**config.mk**
```make
export PLATFORM = sky130hd
export DESIGN_NAME = spn_round_controller
export DESIGN_NICKNAME = d
export VERILOG_FILES = /design/src/rtl/spn_round_controller_pkg.sv /design/src/rtl/spn_round_controller_key_scheduler.sv /design/src/rtl/spn_round_controller.sv
export SDC_FILE = /design/constraint.sdc
export NUM_CORES = 1
export LEC_CHECK = 0
export ABC_AREA = 0
export ABC_CLOCK_PERIOD_IN_PS = 2700
export BUFFER_PORTS_ARGS = -buffer_cell sky130_fd_sc_hd__buf_2
export CORE_ASPECT_RATIO = 1.2
export CORE_UTILIZATION = 50
export CTS_CLUSTER_SIZE = 24
export DETAILED_ROUTE_END_ITERATION = 7
export HOLD_SLACK_MARGIN = 0.15
export PLACE_DENSITY = 0.94
export SYNTH_ARGS = -nofsm -noshare
export SYNTH_HDL_FRONTEND = slang
export SYNTH_SLANG_ARGS = --single-unit
export TNS_END_PERCENT = 1
```
**constraint.sdc**
```tcl
create_clock -name clk -period 2.7 [get_ports clk]
set_input_delay 0.27 -clock clk [delete_from_list [all_inputs] [get_ports clk]]
set_output_delay 0.27 -clock clk [all_outputs]
set_load 0.01 [all_outputs]
```
**src/rtl/spn_round_controller_pkg.sv**
```systemverilog
// Shared types and sizing for the SPN round controller and its key scheduler.
package spn_round_controller_pkg;

    localparam int NUM_ROUNDS = 3;
    localparam int BLOCK_W    = 16;
    localparam int KEY_W      = 32;
    localparam int ROUND_W    = 2;

    typedef enum logic [1:0] {
        IDLE  = 2'd0,
        ISSUE = 2'd1,
        WAIT  = 2'd2,
        DONE  = 2'd3
    } spn_ctrl_state_t;

endpackage

```
**src/rtl/spn_round_controller_key_scheduler.sv**
```systemverilog
// Combinational round-key derivation; decrypt walks the outer keys in reverse order.
module key_scheduler
    import spn_round_controller_pkg::*;
(
    input  logic [KEY_W-1:0]   i_key,
    input  logic               i_mode,
    output logic [BLOCK_W-1:0] o_key0,
    output logic [BLOCK_W-1:0] o_key1,
    output logic [BLOCK_W-1:0] o_key2
);

    logic [BLOCK_W-1:0] w_key_hi;
    logic [BLOCK_W-1:0] w_key_mid;

    assign w_key_hi  = {i_key[7:0], i_key[31:24]};
    assign w_key_mid = {i_key[7:0], i_key[23:16]};

    assign o_key0 = i_mode ? w_key_hi  : w_key_mid;
    assign o_key1 = i_key[15:0];
    assign o_key2 = i_mode ? w_key_mid : w_key_hi;

endmodule

```
**src/rtl/spn_round_controller.sv**
```systemverilog
// Sequences three rounds of an external SPN datapath over one captured block/key/mode.
module spn_round_controller
    import spn_round_controller_pkg::*;
(
    input  logic        clk,
    input  logic        reset,
    input  logic        in_valid,
    output logic        in_ready,
    input  logic [15:0] in_block,
    input  logic [31:0] in_key,
    input  logic        in_mode,
    input  logic        abort,
    output logic        out_valid,
    input  logic        out_ready,
    output logic [15:0] out_block,
    output logic        rd_start,
    output logic [15:0] rd_state,
    output logic [15:0] rd_key,
    output logic [1:0]  rd_round,
    output logic        rd_last,
    output logic        rd_mode,
    input  logic        rd_done,
    input  logic [15:0] rd_result,
    output logic        busy
);

    localparam logic [ROUND_W-1:0] LAST_ROUND = ROUND_W'(NUM_ROUNDS - 1);

    spn_ctrl_state_t      r_state;
    logic [BLOCK_W-1:0]   r_block;
    logic [KEY_W-1:0]     r_key;
    logic                 r_mode;
    logic [ROUND_W-1:0]   r_round;

    logic [BLOCK_W-1:0]   w_key0;
    logic [BLOCK_W-1:0]   w_key1;
    logic [BLOCK_W-1:0]   w_key2;
    logic [BLOCK_W-1:0]   w_rd_key;

    // abort outranks every other event, including rd_done and out_ready
    always_ff @(posedge clk or posedge reset) begin
        if (reset) begin
            r_state <= IDLE;
            r_block <= '0;
            r_key   <= '0;
            r_mode  <= 1'b0;
            r_round <= '0;
        end else if (abort) begin
            r_state <= IDLE;
        end else begin
            case (r_state)
                IDLE: begin
                    if (in_valid) begin
                        r_block <= in_block;
                        r_key   <= in_key;
                        r_mode  <= in_mode;
                        r_round <= '0;
                        r_state <= ISSUE;
                    end
                end
                ISSUE: r_state <= WAIT;
                WAIT: begin
                    if (rd_done) begin
                        r_block <= rd_result;
                        if (r_round < LAST_ROUND) begin
                            r_round <= r_round + ROUND_W'(1);
                            r_state <= ISSUE;
                        end else begin
                            r_state <= DONE;
                        end
                    end
                end
                DONE: begin
                    if (out_ready) begin
                        r_state <= IDLE;
                    end
                end
                default: r_state <= IDLE;
            endcase
        end
    end

    key_scheduler u_key_scheduler (
        .i_key  (r_key),
        .i_mode (r_mode),
        .o_key0 (w_key0),
        .o_key1 (w_key1),
        .o_key2 (w_key2)
    );

    always_comb begin
        w_rd_key = w_key0;
        case (r_round)
            2'd1:    w_rd_key = w_key1;
            2'd2:    w_rd_key = w_key2;
            default: w_rd_key = w_key0;
        endcase
    end

    assign in_ready  = (r_state == IDLE);
    assign busy      = (r_state != IDLE);
    assign out_valid = (r_state == DONE);
    assign out_block = r_block;
    assign rd_start  = (r_state == ISSUE) && !abort;
    assign rd_state  = r_block;
    assign rd_key    = w_rd_key;
    assign rd_round  = r_round;
    assign rd_last   = (r_round == LAST_ROUND);
    assign rd_mode   = r_mode;

endmodule
```
==> impl_metrics.tcl, run 1 <==
set metrics [dict create \
    status "completed" \
    start_kind "register" \
    core.rowCount 29 \
    maxCapViolCount 0 \
    antenna_found_initial 0 \
    timing.reg2reg.setup_slack_ns 0.75 \
    path_class "reg2out" \
    coreArea_um2 5330 \
    rsz0062_at_grt "false" \
    switching_share_pct 34.0 \
    dp.cells 369 \
    slowest_delay_ns 0.40 \
    drive_gt1_share_pct 63.3 \
    synth_top_area_share_pct 47.6 \
    p_switching_uw 913 \
    ios 127 \
    dp_hpwl_mm 4.41 \
    synth_area_per_cell_um2 13.8 \
    ys_seq_area_share_pct 47.6 \
    hold_start "in_mode" \
    area_growth_pct 22.3 \
    hold_depth 3 \
    first_pass_iters 4 \
    path_clk_slew_ns 0.09 \
    p_seq_share_pct 42.0 \
    wire_per_inst_um 15.1 \
    hold_path_class "in2reg" \
    setup-tns-final_ns 0 \
    worst_pin_slew_ns 0.792 \
    h-tree-depth 2 \
    cpMaxStageDelayCell "ha_1" \
    cts_setup_buffers 0 \
    cts_resized 0 \
    via_per_inst 5.26 \
    cts_max_path_buffers 2 \
    die_w_um 70.2 \
    pwr-share-clk_pct 15.6 \
    p_int_uw 1770 \
    worstPathCellList "inv_1, ha_1, nor2b_1, mux2_2, a221o_1, buf_2" \
    synthTopCellsByArea "dfrtp_1 (48%), mux2_2 (16%), mux2_4 (11%)" \
    num_vias 1989 \
    grt_max_degree 37 \
    hold_violations 0 \
    die_area_um2 5880 \
    cts_buffers 5 \
    insertion_delay_ns 0.30 \
    yosysUniqueCellTypes 28 \
    synth_top_cell_by_area "dfrtp_1" \
    stdcell_count 378 \
    fin_nets 388 \
    final-setup-viol-count 0 \
    fillers 430 \
    netlist_instances 202 \
    critPathBufInv 2 \
    num_antenna_cells 0 \
    synthMostInstantiatedCell "dfrtp_1" \
    die_h_um 83.8 \
    endpoint_kind "primary output" \
    cts_tree "done" \
    synth_area_um2 2790 \
    reg2reg_depth 3 \
    finalMaxSlewViolations 0 \
    port_buffers 126 \
    grt_first_pass_wirelength_mm 9.71 \
    synth-edff-count 0 \
    drc 0 \
    rr_startpoint "r_state[1]$_DFFE_PP0P_" \
    critPathArrivalTime_ns 2.12 \
    path_depth 6 \
    ant_nets 0 \
    synth-async-reset-ratio_pct 100 \
    power_density_nw_per_um2 788 \
    ir_drop_uv 433 \
    period_share_pct 88.6 \
    clockRootBuffer "clkbuf_8" \
    r2r_end "out_block[10]$_DFFE_PP0P_" \
    synthTopCellsByCount "dfrtp_1 (53), mux2_2 (40), mux2_4 (20)" \
    grt_pass1_vias 2034 \
    slew_headroom_pct 47.0 \
    power_leakage_uw 0.00171 \
    grtUsageTotal_pct 20.8 \
    worstPathRequired_ns 2.43 \
    place_congestion 0.792 \
    cp_top_family "adder cells" \
    max_freq_mhz 418 \
    drt_iter0_drc 65 \
    crit_path_start "rd_round[0]$_DFFE_PP0P_" \
    synth-seq-cells 53 \
    synth-main-ff-cell "dfrtp_1" \
    syn-num-nets 275 \
    cts.sinks 53 \
    yosys_warnings 0 \
    gr-total-overflow 0 \
    p_comb_share_pct 42.4 \
    crit_fanout 8 \
    layout_min_cycle_time_ns 2.39 \
    start_util_pct 52.3 \
    clock_skew_ns 0.00825 \
    wirelength_mm 5.70 \
    hold_end "rd_mode$_DFFE_PP0P_" \
]
-- worst register-to-register path: cells and delay by family, from the launching register on --
family | cells | cell delay (ns)
flip-flops | 1 | 0.56
multiplexers | 2 | 0.63
AND/OR/NAND/NOR | 1 | 0.65
-- metal layers --
layer / part of all wire (%) / vias to the layer above / GRT usage (%)
met3: 6.0 / 7 / 3.86
met4: 1.2 / 0 / 4.18
met5: 0 / - / 0
met2: 53 / 93 / 37.7
li1: - / 934 / -
met1: 40 / 955 / 25.7
-- through the flow --
stage                     area (µm²)  total power [µW]  worst slack [ns]  hold WS [ns]  util (%)
after detailed placement        3320              2300             0.642         0.276      62.2
final                           3410              2690             0.308         0.163      63.9
after floorplan                 2790              1930             0.767         0.336         -
after global placement          3320              2250             0.705         0.268      62.2
after CTS                       3410              2720             0.289         0.159      63.9
after global routing            3410              2870             0.167         0.163      63.9
-- power by group through the flow --
stage	Combinational, µW	Sequential, µW	Clock [µW]
2_1_floorplan	793	1140	0
3_3_place_gp	1120	1130	0
3_5_place_dp	1150	1150	0
4_1_cts	1150	1130	437
5_1_grt	1240	1160	472
6_report	1140	1130	418
-- logic make-up after synthesis --
logic type | synth area share, %
flops | 47.6
buf+inv | 8.48
compound gates | 7.54
mux | 29.7
simple gates | 5.79
fa+ha+maj | 0.898
-- area by class of cell --
type                            instances  area [µm²]  share of cell area (%)
Sequential cell                        53        1330                    38.9
Multi-Input combinational cell        117        1220                    35.9
Timing Repair Buffer                  132         678                    19.9
Clock buffer                            8        80.1                    2.35
Tap cell                               62        77.6                    2.28
Inverter                                6        22.5                   0.661
-- cells in the final DEF, fill, tap and decap left out, types with 3 or more instances in the layout --
cell type and instances:
nand2_1 3, and2_1 8, a22o_1 8, mux2_2 40, nor2_1 4, mux2_1 6, buf_4 5, a221o_1 7
clkbuf_1 3, buf_2 126, mux2_4 20, clkbuf_8 5, nor2b_1 3, dfrtp_1 53, inv_1 5
-- worst max-delay path by stage --
| stage | slack, ns | to |
|---|---|---|
| final | 0.31 | rd_key[4] |
| after global routing | 0.17 | rd_key[3] |
| after CTS | 0.29 | rd_key[6] |
| after detailed placement | 0.64 | rd_key[0] |
| after global placement | 0.70 | rd_key[6] |
| after floorplan | 0.77 | rd_key[4] |
-- registers in the layout, summed over array words and instances, names as in the netlist --
| register | flops |
|---|---|
| out_block | 16 |
| r_key | 32 |
| rd_round | 2 |
| rd_mode | 1 |
| r_state | 2 |
-- timing repair --
item / 4_1_cts / 5_1_grt
endpoints found under the hold margin: 18 / 0
endpoints found under the setup margin: 0 / 0
hold buffers: 1 / 0
No activity file was read; power rests on OpenSTA's default activity.
==> run 2: changes to the inputs <==
--- a/config.mk
+++ b/config.mk
@@ -13,8 +13,10 @@
 export CTS_CLUSTER_SIZE = 24
 export DETAILED_ROUTE_END_ITERATION = 7
 export HOLD_SLACK_MARGIN = 0.15
-export PLACE_DENSITY = 0.94
+export PLACE_DENSITY = 0.91
+export RECOVER_POWER = 50
 export SYNTH_ARGS = -nofsm -noshare
 export SYNTH_HDL_FRONTEND = slang
+export SYNTH_HIERARCHICAL = 1
 export SYNTH_SLANG_ARGS = --single-unit
 export TNS_END_PERCENT = 1
==> run 2 against run 1 <==
Via count grew 13%; total power shrank 2.6%; sequential share of layout area shrank 3.5 points; sequential cell count did not move; first-iteration DRC count grew 4.6%; fmax up 4.9%; clock skew decreased by 0.0055 ns; clock power increased by 31%; global-route usage down 1.2 points; non-clock buffer count up 2; worst hold slack gained 0.034 ns.
==> impl_metrics.tcl, run 2 <==
set metrics [dict create \
    period_share_pct 84.4 \
    finalMaxSlewViolations 0 \
    ir_drop_uv 331 \
    setup-tns-final_ns 0 \
    h-tree-depth 2 \
    final_util_pct 57.8 \
    cts_tree "done" \
    ys_seq_area_share_pct 39.2 \
    area_growth_pct 10.7 \
    synth_area_per_cell_um2 12.3 \
    r2r_end "out_block[0]$_DFFE_PP0P_" \
    maxCapViolCount 0 \
    place_congestion 0.740 \
    syn-num-nets 348 \
    die_area_um2 7110 \
    hold_violations 0 \
    power_leakage_uw 0.00177 \
    reg2reg_depth 3 \
    synth-edff-count 0 \
    hold_path_class "in2reg" \
    clockRootBuffer "clkbuf_8" \
    cts.sinks 53 \
    die_h_um 92.2 \
    worst_pin_slew_ns 1.49 \
    grtUsageTotal_pct 19.6 \
    synth_area_um2 3390 \
    synth-async-reset-ratio_pct 100 \
    power.total_uw 2620 \
    ios 127 \
    slew_headroom_pct 0.945 \
    layout_commonest_cell "buf_2" \
    num_vias 2251 \
    worstPathRequired_ns 2.43 \
    dpl_cell_area_um2 3660 \
    path_class "reg2out" \
    netlist_instances 275 \
    mostFrequentLayoutCells "buf_2 (98), dfrtp_1 (53), mux2_2 (42)" \
    drt_iter0_drc 68 \
    regMostFlops "r_key" \
    grt_pass1_vias 2241 \
    wire_per_inst_um 15.4 \
    cp-endpoint "rd_key[3]" \
    grt_first_pass_wirelength_mm 10.9 \
    synthTopCellsByCount "dfrtp_1 (53), buf_4 (48), mux2_2 (42)" \
    grt_max_degree 33 \
    largest_register_ffs 32 \
    status "completed" \
    rsz0062_at_grt "false" \
    path_clk_slew_ns 0.09 \
    dp_hpwl_mm 5.14 \
    synthTopCellsByArea "dfrtp_1 (39%), mux2_4 (18%), mux2_2 (14%)" \
    via_per_inst 5.15 \
    ant_nets 0 \
    start_util_pct 52.2 \
    yosys_warnings 6 \
    drc 0 \
    antenna_found_initial 0 \
    synth_top_area_share_pct 39.2 \
    first_pass_iters 4 \
    layout_min_cycle_time_ns 2.28 \
    synthMostInstantiatedCell "dfrtp_1" \
    start_kind "register" \
    drive_gt1_share_pct 56.0 \
    synth-seq-cells 53 \
    max_freq_mhz 439 \
    postLayoutCellArea_um2 3750 \
    wirelength_mm 6.73 \
    power_density_nw_per_um2 698 \
    synth_top_cell_by_area "dfrtp_1" \
    timing.reg2reg.setup_slack_ns 0.71 \
    cts_setup_buffers 0 \
    cts_max_path_buffers 2 \
    port_buffers 126 \
    num_antenna_cells 0 \
    fin_nets 424 \
    rr_startpoint "r_state[1]$_DFFE_PP0P_" \
    coreArea_um2 6490 \
    synth-main-ff-cell "dfrtp_1" \
    yosysUniqueCellTypes 28 \
    gr-total-overflow 0 \
    crit_fanout 17 \
    core.rowCount 32 \
    endpoint_kind "primary output" \
    final-setup-viol-count 0 \
    clock_skew_ns 0.00275 \
    insertion_delay_ns 0.30 \
    cts_resized 0 \
    crit_path_start "rd_round[0]$_DFFE_PP0P_" \
    critPathArrivalTime_ns 2.01 \
    cts_buffers 5 \
    die_w_um 77.1 \
]
## run 2: cell types whose count changed in the layout (fill, tap and decap cells not counted), sizes merged, moves of 7 or more
cell	change
and2	-7
buf	-28
nand2	+14
clkbuf	+28
a22o	-7
a221o	-7
mux2	+16
o21ai	+15
a22oi	+16
## run 2: kinds of logic after synthesis
logic type / count (synthesis) / share of synthesized area [%]
multiplexers: 83 / 32.0
adder cells (fa/ha/maj): 2 / 0.739
buffers and inverters: 69 / 16.0
flip-flops: 53 / 39.2
AO/OA/AOI/OAI: 37 / 6.83
AND/OR/NAND/NOR: 31 / 5.25
## run 2: layer usage
metal	global-route usage, %	routed length (µm)	vias to the layer above
met5	0	0	-
met4	4.09	24	0
met3	4.18	384	4
met2	34.4	3460	93
met1	24.7	2860	1089
li1	-	-	1065
## run 2: how the worst min path moves through the flow
stage	to	slack, ns	cells after the start	start
after global routing	r_key[30]$_DFFE_PP0P_	0.18	2	in_key[30]
after global placement	r_key[23]$_DFFE_PP0P_	0.34	3	reset
after CTS	r_key[14]$_DFFE_PP0P_	0.18	2	in_key[14]
after floorplan	r_state[1]$_DFFE_PP0P_	0.34	1	abort
after detailed placement	r_key[23]$_DFFE_PP0P_	0.34	3	reset
final	r_key[26]$_DFFE_PP0P_	0.20	2	in_key[26]
## run 2: final cells by class
| class | count | area (µm²) |
|---|---|---|
| fill | 568 | 2740 |
| multi-input combinational | 153 | 1520 |
| sequential | 53 | 1330 |
| timing repair buffer | 134 | 663 |
| tap | 85 | 106 |
| clock buffer | 6 | 82.6 |
| clock inverter | 2 | 37.5 |
| inverter | 4 | 15.0 |
## run 2: per-stage QoR
step           worst slack, ns  hold slack [ns]  std cells
3_3_place_gp             0.752            0.343        428
3_5_place_dp             0.698            0.343        428
2_1_floorplan            0.794            0.336        275
5_1_grt                  0.261            0.180        437
4_1_cts                  0.368            0.184        437
6_report                 0.420            0.197        437
## run 2: what timing repair did
action	CTS	global route
endpoints found under the setup margin	0	0
hold buffers	1	0
hold endpoints to repair	53	0
## run 2: critical path: stages, from the launching register on
cell and delay (ns):
dfrtp_1 0.44, inv_1 0.08, ha_1 0.59, a22oi_1 0.21, o21ai_0 0.23, buf_2 0.17
## run 2: report_power, final
part	switching, µW	internal [µW]
clock	246	301
sequential	157	966
combinational	420	525
